**src/rtl/prog_mem_loader_if.sv**
```systemverilog
// Stream and memory-write bus between the program loader and its surroundings.
// The master side is the loader: it accepts stream bytes and drives the memory
// write port. The slave side is the byte source plus the memory being filled.
interface prog_mem_loader_if #(
    parameter int ADDR_W = 9
);
    logic              in_valid;
    logic [7:0]        in_data;
    logic              in_ready;
    logic              mem_we;
    logic [ADDR_W-1:0] mem_addr;
    logic [7:0]        mem_wdata;

    modport master (
        input  in_valid,
        input  in_data,
        output in_ready,
        output mem_we,
        output mem_addr,
        output mem_wdata
    );

    modport slave (
        output in_valid,
        output in_data,
        input  in_ready,
        input  mem_we,
        input  mem_addr,
        input  mem_wdata
    );
endinterface

```
**src/rtl/prog_mem_loader.sv**
```systemverilog
// Byte-stream program loader: takes a 16-bit big-endian length header followed
// by that many payload bytes, writes them to consecutive byte addresses, and
// keeps the PPU in reset until the whole image has landed in memory.
module prog_mem_loader #(
    parameter int ADDR_W    = 9,
    parameter int BASE_ADDR = 0,
    parameter int MAX_BYTES = 512
) (
    input  logic                clk,
    input  logic                reset,
    input  logic                start_i,
    prog_mem_loader_if.master   bus,
    output logic                cpu_reset_o,
    output logic                busy_o,
    output logic                done_o,
    output logic                err_o,
    output logic [ADDR_W:0]     byte_count_o,
    output logic [7:0]          checksum_o
);
    localparam logic [2:0] IDLE   = 3'd0;
    localparam logic [2:0] HDR_HI = 3'd1;
    localparam logic [2:0] HDR_LO = 3'd2;
    localparam logic [2:0] DATA   = 3'd3;
    localparam logic [2:0] FLUSH  = 3'd4;
    localparam logic [2:0] DONE   = 3'd5;
    localparam logic [2:0] ERR    = 3'd6;

    localparam logic [ADDR_W-1:0] BASE    = ADDR_W'(BASE_ADDR);
    localparam logic [16:0]       MAX_LEN = 17'(MAX_BYTES);

    logic [2:0]        state_q, state_d;
    logic [7:0]        len_hi_q, len_hi_d;
    logic [15:0]       len_q, len_d;
    logic              mem_we_q, mem_we_d;
    logic [ADDR_W-1:0] mem_addr_q, mem_addr_d;
    logic [7:0]        mem_wdata_q, mem_wdata_d;
    logic [ADDR_W:0]   byte_count_q, byte_count_d;
    logic [7:0]        checksum_q, checksum_d;
    logic              cpu_reset_q, cpu_reset_d;
    logic              done_q, done_d;
    logic              err_q, err_d;

    logic              inReady;
    logic              transfer;
    logic [15:0]       fullLen;
    logic [ADDR_W:0]   countNext;

    // Handshake readiness and busy flag depend on the current state alone.
    always_comb begin
        inReady = (state_q == HDR_HI) || (state_q == HDR_LO) || (state_q == DATA);
        busy_o  = inReady || (state_q == FLUSH);
    end

    assign transfer  = bus.in_valid && inReady;
    assign fullLen   = {len_hi_q, bus.in_data};
    assign countNext = byte_count_q + 1'b1;

    // Next-state logic: header capture, payload writes and the status flags,
    // which are registered from the state being entered.
    always_comb begin
        state_d      = state_q;
        len_hi_d     = len_hi_q;
        len_d        = len_q;
        mem_we_d     = 1'b0;
        mem_addr_d   = mem_addr_q;
        mem_wdata_d  = mem_wdata_q;
        byte_count_d = byte_count_q;
        checksum_d   = checksum_q;

        case (state_q)
            IDLE, DONE, ERR: begin
                if (start_i) begin
                    state_d      = HDR_HI;
                    byte_count_d = '0;
                    checksum_d   = '0;
                end
            end
            HDR_HI: begin
                if (transfer) begin
                    len_hi_d = bus.in_data;
                    state_d  = HDR_LO;
                end
            end
            HDR_LO: begin
                if (transfer) begin
                    len_d = fullLen;
                    if (fullLen == 16'd0)
                        state_d = DONE;
                    else if ({1'b0, fullLen} > MAX_LEN)
                        state_d = ERR;
                    else
                        state_d = DATA;
                end
            end
            DATA: begin
                if (transfer) begin
                    mem_we_d     = 1'b1;
                    mem_addr_d   = BASE + byte_count_q[ADDR_W-1:0];
                    mem_wdata_d  = bus.in_data;
                    byte_count_d = countNext;
                    checksum_d   = checksum_q + bus.in_data;
                    if (16'(countNext) == len_q)
                        state_d = FLUSH;
                end
            end
            FLUSH: begin
                state_d = DONE;
            end
            default: begin
                state_d = IDLE;
            end
        endcase

        cpu_reset_d = (state_d != DONE);
        done_d      = (state_d == DONE);
        err_d       = (state_d == ERR);
    end

    // State and output registers; reset abandons any image in progress.
    always_ff @(posedge clk) begin
        if (!reset) begin
            state_q      <= IDLE;
            len_hi_q     <= '0;
            len_q        <= '0;
            mem_we_q     <= 1'b0;
            mem_addr_q   <= BASE;
            mem_wdata_q  <= '0;
            byte_count_q <= '0;
            checksum_q   <= '0;
            cpu_reset_q  <= 1'b1;
            done_q       <= 1'b0;
            err_q        <= 1'b0;
        end else begin
            state_q      <= state_d;
            len_hi_q     <= len_hi_d;
            len_q        <= len_d;
            mem_we_q     <= mem_we_d;
            mem_addr_q   <= mem_addr_d;
            mem_wdata_q  <= mem_wdata_d;
            byte_count_q <= byte_count_d;
            checksum_q   <= checksum_d;
            cpu_reset_q  <= cpu_reset_d;
            done_q       <= done_d;
            err_q        <= err_d;
        end
    end

    assign bus.in_ready  = inReady;
    assign bus.mem_we    = mem_we_q;
    assign bus.mem_addr  = mem_addr_q;
    assign bus.mem_wdata = mem_wdata_q;
    assign cpu_reset_o   = cpu_reset_q;
    assign done_o        = done_q;
    assign err_o         = err_q;
    assign byte_count_o  = byte_count_q;
    assign checksum_o    = checksum_q;
endmodule
```
**src/flat_wrapper.sv**
```systemverilog
// flat-port wrapper written by rule: the top's interface ports become plain ports
module prog_mem_loader_flat 
#(
    parameter int ADDR_W    = 9,
    parameter int BASE_ADDR = 0,
    parameter int MAX_BYTES = 512
)
  (clk, reset, start_i, cpu_reset_o, busy_o, done_o, err_o, byte_count_o, checksum_o, bus_in_valid, bus_in_data, bus_in_ready, bus_mem_we, bus_mem_addr, bus_mem_wdata);
  prog_mem_loader_if #(.ADDR_W(ADDR_W)) bus_i ();
  input  logic clk;
  input  logic reset;
  input  logic start_i;
  output logic cpu_reset_o;
  output logic busy_o;
  output logic done_o;
  output logic err_o;
  output logic [ADDR_W:0] byte_count_o;
  output logic [7:0] checksum_o;
  input wire logic [$bits(bus_i.in_valid)-1:0] bus_in_valid;
  input wire logic [$bits(bus_i.in_data)-1:0] bus_in_data;
  output wire logic [$bits(bus_i.in_ready)-1:0] bus_in_ready;
  output wire logic [$bits(bus_i.mem_we)-1:0] bus_mem_we;
  output wire logic [$bits(bus_i.mem_addr)-1:0] bus_mem_addr;
  output wire logic [$bits(bus_i.mem_wdata)-1:0] bus_mem_wdata;
  assign bus_i.in_valid = bus_in_valid;
  assign bus_i.in_data = bus_in_data;
  assign bus_in_ready = bus_i.in_ready;
  assign bus_mem_we = bus_i.mem_we;
  assign bus_mem_addr = bus_i.mem_addr;
  assign bus_mem_wdata = bus_i.mem_wdata;
  prog_mem_loader #(.ADDR_W(ADDR_W), .BASE_ADDR(BASE_ADDR), .MAX_BYTES(MAX_BYTES)) u_core (.clk(clk), .reset(reset), .start_i(start_i), .bus(bus_i), .cpu_reset_o(cpu_reset_o), .busy_o(busy_o), .done_o(done_o), .err_o(err_o), .byte_count_o(byte_count_o), .checksum_o(checksum_o));
endmodule
```
**config.mk**
```make
export PLATFORM = sky130hd
export DESIGN_NAME = prog_mem_loader_flat
export DESIGN_NICKNAME = d
export VERILOG_FILES = /design/src/rtl/prog_mem_loader_if.sv /design/src/rtl/prog_mem_loader.sv /design/src/flat_wrapper.sv
export SDC_FILE = /design/constraint.sdc
export NUM_CORES = 1
export LEC_CHECK = 0
export CORE_AREA = 2 2 93 73
export DETAILED_ROUTE_END_ITERATION = 7
export DIE_AREA = 0 0 95 75
export PLACE_DENSITY = 0.75
export SLEW_MARGIN = 20
export SYNTH_ARGS = -nofsm -noshare
export SYNTH_HDL_FRONTEND = slang
export SYNTH_SLANG_ARGS = --single-unit
```
**constraint.sdc**
```tcl
create_clock -name clk -period 3.03 [get_ports clk]
set_clock_uncertainty 0.2 [all_clocks]
set_input_delay 0.303 -clock clk [delete_from_list [all_inputs] [get_ports clk]]
set_output_delay 0.303 -clock clk [all_outputs]
set_load 0.03 [all_outputs]
```
=== After elaboration in Yosys (flattened, before gate mapping) ===
Index checks and enable logic that the tools add are counted.

* Bits in registers: 66
* Output and inout bits: 41
* Word-level logic and storage cells: 54
* Bits of input ports: 12

* Reduce and logical (&&, ||, !) cells: 13
* Mux-type cells: 15
* Magnitude comparators: 1
* Eq/ne operators: 12
* Add/sub/neg operators: 2

{| class="wikitable"
|+ Operators with widths
! kind !! count
|-
| 3-bit two-way mux || 7
|-
| 10-bit two-way mux || 2
|-
| 10-bit one-hot mux with 2 select lines || 1
|-
| 10-bit by 16-bit equality test with 1-bit output || 1
|-
| 16-bit by 10-bit greater-than comparator with 1-bit output (second input constant) || 1
|-
| 16-bit logical NOT || 1
|-
| 8-bit two-way mux || 2
|-
| 8-bit one-hot mux with 2 select lines || 1
|-
| 3-bit equality test (second input constant) || 5
|-
| 3-bit one-hot mux with 5 select lines || 1
|-
| 10-bit by 1-bit adder with 10-bit output (second input constant) || 1
|-
| 8-bit adder || 1
|-
| 2-bit AND reduction || 4
|-
| 3-bit by 2-bit equality test with 1-bit output (second input constant) || 2
|-
| 3-bit by 1-bit equality test with 1-bit output (second input constant) || 1
|-
| 3-bit logical NOT || 1
|-
| 1-bit logical OR || 3
|-
| 3-bit inequality test (second input constant) || 1
|-
| 3-bit AND reduction || 1
|-
| 3-bit OR reduction || 1
|-
| 2-bit by 1-bit inequality test with 1-bit output (second input constant) || 1
|-
| 2-bit inequality test (second input constant) || 1
|-
| 2-bit nonzero test || 1
|-
| 1-bit logical AND || 1
|-
| 1-bit two-way mux || 1
|}

=== Depth between registers and ports, before layout ===
* Word-level depth: 7
* Gate-level depth with buffers: 8

=== Least setup slack after synthesis ===
OpenSTA, ideal clock, no wires.

* Path type: register to register
* Start point: register u_core.byte_count_q[0] (netlist: u_core.byte_count_o[0])
* End point: register u_core.done_q (netlist: u_core.done_o)
* Clock period less this slack: 2,354 ps
* Data arrival time: 2,026 ps
* Path slack: 676 ps
* Buffers on the path: 0
* Required time: 2,702 ps
* Stages on the path, launching flop included: 8
* Cells stage by stage: dfxtp_1 > ha_1 > nand3_1 > xnor2_1 > a22oi_1 > a211o_1 > a211oi_1 > nor2b_1

* Cells in the longest elaborated chain, start to end: 6

{| class="wikitable"
|+ RTL lines
! element !! line !! source
|-
| start, declared || prog_mem_loader.sv:37 || <nowiki>logic [ADDR_W:0] byte_count_q, byte_count_d;</nowiki>
|-
| start signal, assigned || prog_mem_loader.sv:140 || <nowiki>byte_count_q <= byte_count_d;</nowiki>
|-
| 10-bit by 1-bit adder with 10-bit output || prog_mem_loader.sv:56 || <nowiki>assign countNext = byte_count_q + 1'b1;</nowiki>
|-
| 10-bit by 16-bit equality test with 1-bit output || prog_mem_loader.sv:102 || <nowiki>if (16'(countNext) == len_q)</nowiki>
|-
| 3-bit two-way mux || prog_mem_loader.sv:102 ||
|-
| 3-bit two-way mux || prog_mem_loader.sv:96 || <nowiki>if (transfer) begin</nowiki>
|-
| 3-bit one-hot mux with 5 select lines || prog_mem_loader.sv:70 || <nowiki>case (state_q)</nowiki>
|-
| 3-bit equality test || prog_mem_loader.sv:115 || <nowiki>done_d = (state_d == DONE);</nowiki>
|-
| end signal, assigned || prog_mem_loader.sv:143 || <nowiki>done_q <= done_d;</nowiki>
|-
| end, declared || prog_mem_loader.sv:40 || <nowiki>logic done_q, done_d;</nowiki>
|}

No other way between the ends.
A chain may end at the register's enable or synchronous reset.

=== Final worst setup path ===
* Start point: register u_core.byte_count_q[0] (netlist: u_core.byte_count_o[0])
* End point: register u_core.cpu_reset_q (netlist: u_core.cpu_reset_o)

* Cells in the longest elaborated chain, start to end: 6

{| class="wikitable"
|+ RTL lines
! element !! line !! source
|-
| 10-bit by 1-bit adder with 10-bit output || prog_mem_loader.sv:56 ||
|-
| 10-bit by 16-bit equality test with 1-bit output || prog_mem_loader.sv:102 ||
|-
| 3-bit two-way mux || prog_mem_loader.sv:102 ||
|-
| 3-bit two-way mux || prog_mem_loader.sv:96 ||
|-
| 3-bit one-hot mux with 5 select lines || prog_mem_loader.sv:70 ||
|-
| 3-bit inequality test || prog_mem_loader.sv:114 || <nowiki>cpu_reset_d = (state_d != DONE);</nowiki>
|-
| end signal, assigned || prog_mem_loader.sv:142 || <nowiki>cpu_reset_q <= cpu_reset_d;</nowiki>
|-
| end, declared || prog_mem_loader.sv:39 || <nowiki>logic cpu_reset_q, cpu_reset_d;</nowiki>
|}

No other way between the ends.

==> impl_metrics.py <==
metrics = {
    "final_layout": {
        "multi_input_area_um2": 1760,
        "final_cell_mix": "nand2_1 (92), dfxtp_1 (66), clkdlybuf4s50_1 (52)",
        "seq_area_um2": 1321,
        "nFillCells": 532,
        "final_common_cell": "nand2_1",
        "fin_nets": 476,
        "syn_to_final_growth_pct": 23.98,
        "diodes": 0,
        "fin_area_um2": 3985,
        "drive_gt1_share_pct": 6.769,
    },
    "cts": {
        "cts_resized": 0,
        "cts_made_buffers": 9,
        "cts_setup_buffers": 0,
        "cts_tree": "done",
        "clock_latency_ns": 0.34,
        "cts_num_sinks": 66,
        "cts.clk_slew.worst_paths_ns": 0.07,
        "cts_hold_buf": 0,
        "cts_root_buffer": "clkbuf_8",
        "clk_path_buf_depth": 2,
        "htreeDepth": 3,
    },
    "global_route": {
        "antenna_found_initial": 0,
        "grt_start_max_net_pins": 43,
        "grt_pass1_vias": 2778,
        "grt_use_total_pct": 25.33,
        "grt_pass1_wl_mm": 13.63,
        "grt-ovfl-total": 0,
    },
    "power_and_ir_drop": {
        "p_sw_share_pct": 26.43,
        "internal_power_mw": 1.350,
        "p_clk_share_pct": 37.1,
        "power.total_mw": 1.835,
        "ir_drop_mv": 0.2273,
        "power_frac_comb_pct": 13.2,
        "power_frac_seq_pct": 49.6,
        "leakage_nw": 1.452,
        "power.density_nw_per_um2": 460.5,
        "switchingPower_uw": 485.0,
    },
    "synthesis": {
        "synth_edf_count": 0,
        "ys.flop_type": "dfxtp_1",
        "syn_avg_cell_area_um2": 7.976,
        "netlist-cell-type-count": 53,
        "syn_area_um2": 3214,
        "synth_nets": 424,
        "seq_area_frac_synth_pct": 41.11,
        "yosys_register_bits": 66,
        "synthCells": 403,
        "synthArstFlopShare_pct": 0,
        "ys.warnings.count": 0,
    },
    "floorplanning": {
        "ios": 53,
        "rows": 25,
        "die_h_um": 75,
        "fp.dieArea_um2": 7125,
        "core_um2": 6162,
        "start_util_pct": 52.16,
        "dieWidth_um": 95,
    },
    "routing": {
        "drtIter0Drc": 190,
        "ant_nets": 0,
        "wl_per_cell_um": 15.27,
        "drt-vias-per-instance": 5.609,
        "wirelength_mm": 8.231,
        "drt_first_pass_iters": 5,
        "vias": 3023,
        "drcViolationCount": 0,
    },
    "min_path": {
        "hold_class": "reg2reg",
    },
    "timing": {
        "whs_ns": 0.2506,
        "tns_ns": 0,
        "max_freq_mhz": 400.4,
        "rsz0062_at_grt": "no",
        "period_share_pct": 82.43,
        "setup_viol": 0,
        "relSlewSlack_pct": 54.52,
        "hold_violations": 0,
        "worst_slack_ns": 0.5325,
        "slew_violations": 0,
        "tightestPinTransition_ns": 0.6801,
        "fin_crit_ns": 2.498,
    },
    "placed_design": {
        "hpwlAfterDp_mm": 5.808,
        "gp_congestion": 0.7934,
        "place_area_um2": 3812,
        "pre_cts_ws_ns": 0.2769,
        "io_buffers": 52,
    },
    "job": {
        "drv_cap": 0,
    },
    "outcome": {
        "status": "completed",
    },
    "worst_setup_path": {
        "end_kind": "register",
        "worstPathMaxFanout": 8,
        "cp.arrival_ns": 2.58,
        "start_kind": "register",
        "path_class": "reg2reg",
        "required_ns": 3.11,
    },
}
critical path: stages, from the launching register on:
cell,delay [ns]
dfxtp_1,0.49
ha_1,0.35
nand3_1,0.21
xnor2_1,0.19
a22oi_1,0.10
a211o_1,0.38
a211oi_1,0.36
nand2b_1,0.16
routing by layer:
metal | GRT usage [%] | share of wire [%] | up-vias
met3 | 7.908 | 7.0 | 11
li1 | - | - | 1484
met5 | 0 | 0 | -
met4 | 6.763 | 1.3 | 0
met2 | 39.24 | 45 | 92
met1 | 34.64 | 46 | 1436
Yosys cell counts, types with 2 or more instances:
library cell	n	area, µm²
a211o_1	2	17.52
a211oi_1	2	15.01
a21boi_0	11	82.58
a21o_1	3	22.52
a21oi_1	47	235.2
a22oi_1	9	67.56
a31oi_1	2	12.51
and2_1	3	18.77
and3_1	3	18.77
buf_2	3	15.01
clkbuf_1	15	56.30
dfxtp_1	66	1321
ha_1	8	100.1
inv_1	6	22.52
nand2_1	92	345.3
nand2b_1	2	12.51
nand3_1	12	60.06
nand3b_1	3	22.52
nand4_1	3	18.77
nor2_1	28	105.1
nor2b_1	9	56.30
nor3_1	10	50.05
o21a_1	3	22.52
o21ai_0	11	55.05
o31ai_1	2	15.01
or4_1	2	15.01
xnor2_1	12	105.1
xor2_1	9	78.83
cells by family (layout without fill, tap and decap cells):
| group | after synthesis | after routing | share of synthesized area [%] |
|---|---|---|---|
| flip-flops | 66 | 66 | 41.11 |
| multiplexers | 1 | 1 | 0.3114 |
| XOR/XNOR | 21 | 21 | 5.722 |
| buffers and inverters | 29 | 84 | 4.203 |
| adder cells (fa/ha/maj) | 9 | 9 | 3.737 |
| AO/OA/AOI/OAI | 101 | 101 | 19.77 |
| AND/OR/NAND/NOR | 176 | 176 | 25.15 |
flip-flops by register name, summed over array words and instances (netlist names):
| register | cells |
|---|---|
| u_core.bus.mem_addr | 9 |
| u_core.bus.mem_wdata | 8 |
| u_core.bus.mem_we | 1 |
| u_core.byte_count_o | 10 |
| u_core.checksum_o | 8 |
| u_core.cpu_reset_o | 1 |
| u_core.done_o | 1 |
| u_core.err_o | 1 |
| u_core.len_hi_q | 8 |
| u_core.len_q | 16 |
| u_core.state_q | 3 |
power by group through the flow:
| stage | registers, mW | clock network [mW] | logic [mW] |
|---|---|---|---|
| 6_report | 0.911 | 0.681 | 0.243 |
| 4_1_cts | 0.911 | 0.696 | 0.243 |
| 3_5_place_dp | 0.930 | 0 | 0.243 |
| 2_1_floorplan | 0.923 | 0 | 0.157 |
| 5_1_grt | 0.914 | 0.742 | 0.267 |
| 3_3_place_gp | 0.929 | 0 | 0.237 |
through the flow:
step	utilization [%]	std cells
2_1_floorplan	-	403
4_1_cts	64.67	539
3_3_place_gp	61.87	525
3_5_place_dp	61.87	525
6_report	64.67	539
5_1_grt	64.67	539
path summary, 6_finish.rpt:
path | from | endpoint | slack, ns | depth (start not counted)
worst max-delay path | u_core.byte_count_o[0]$_SDFFE_PN0P_ | u_core.cpu_reset_o$_SDFF_PN1_ | 0.53 | 7
worst min-delay path | u_core.len_q[12]$_SDFFE_PN0P_ | u_core.len_q[12]$_SDFFE_PN0P_ | 0.25 | 2
worst max register to register | u_core.byte_count_o[0]$_SDFFE_PN0P_ | u_core.cpu_reset_o$_SDFF_PN1_ | 0.53 | 7
worst min register to register | u_core.len_q[12]$_SDFFE_PN0P_ | u_core.len_q[12]$_SDFFE_PN0P_ | 0.25 | 2
cell type report:
cell class | instances | area share (%)
Multi-Input combinational cell | 308 | 44.18
Clock inverter | 4 | 1.130
Timing Repair Buffer | 63 | 15.13
Tap cell | 81 | 2.543
Clock buffer | 10 | 3.203
Inverter | 7 | 0.6593
Sequential cell | 66 | 33.16
Power figures use the tool's default switching activity.
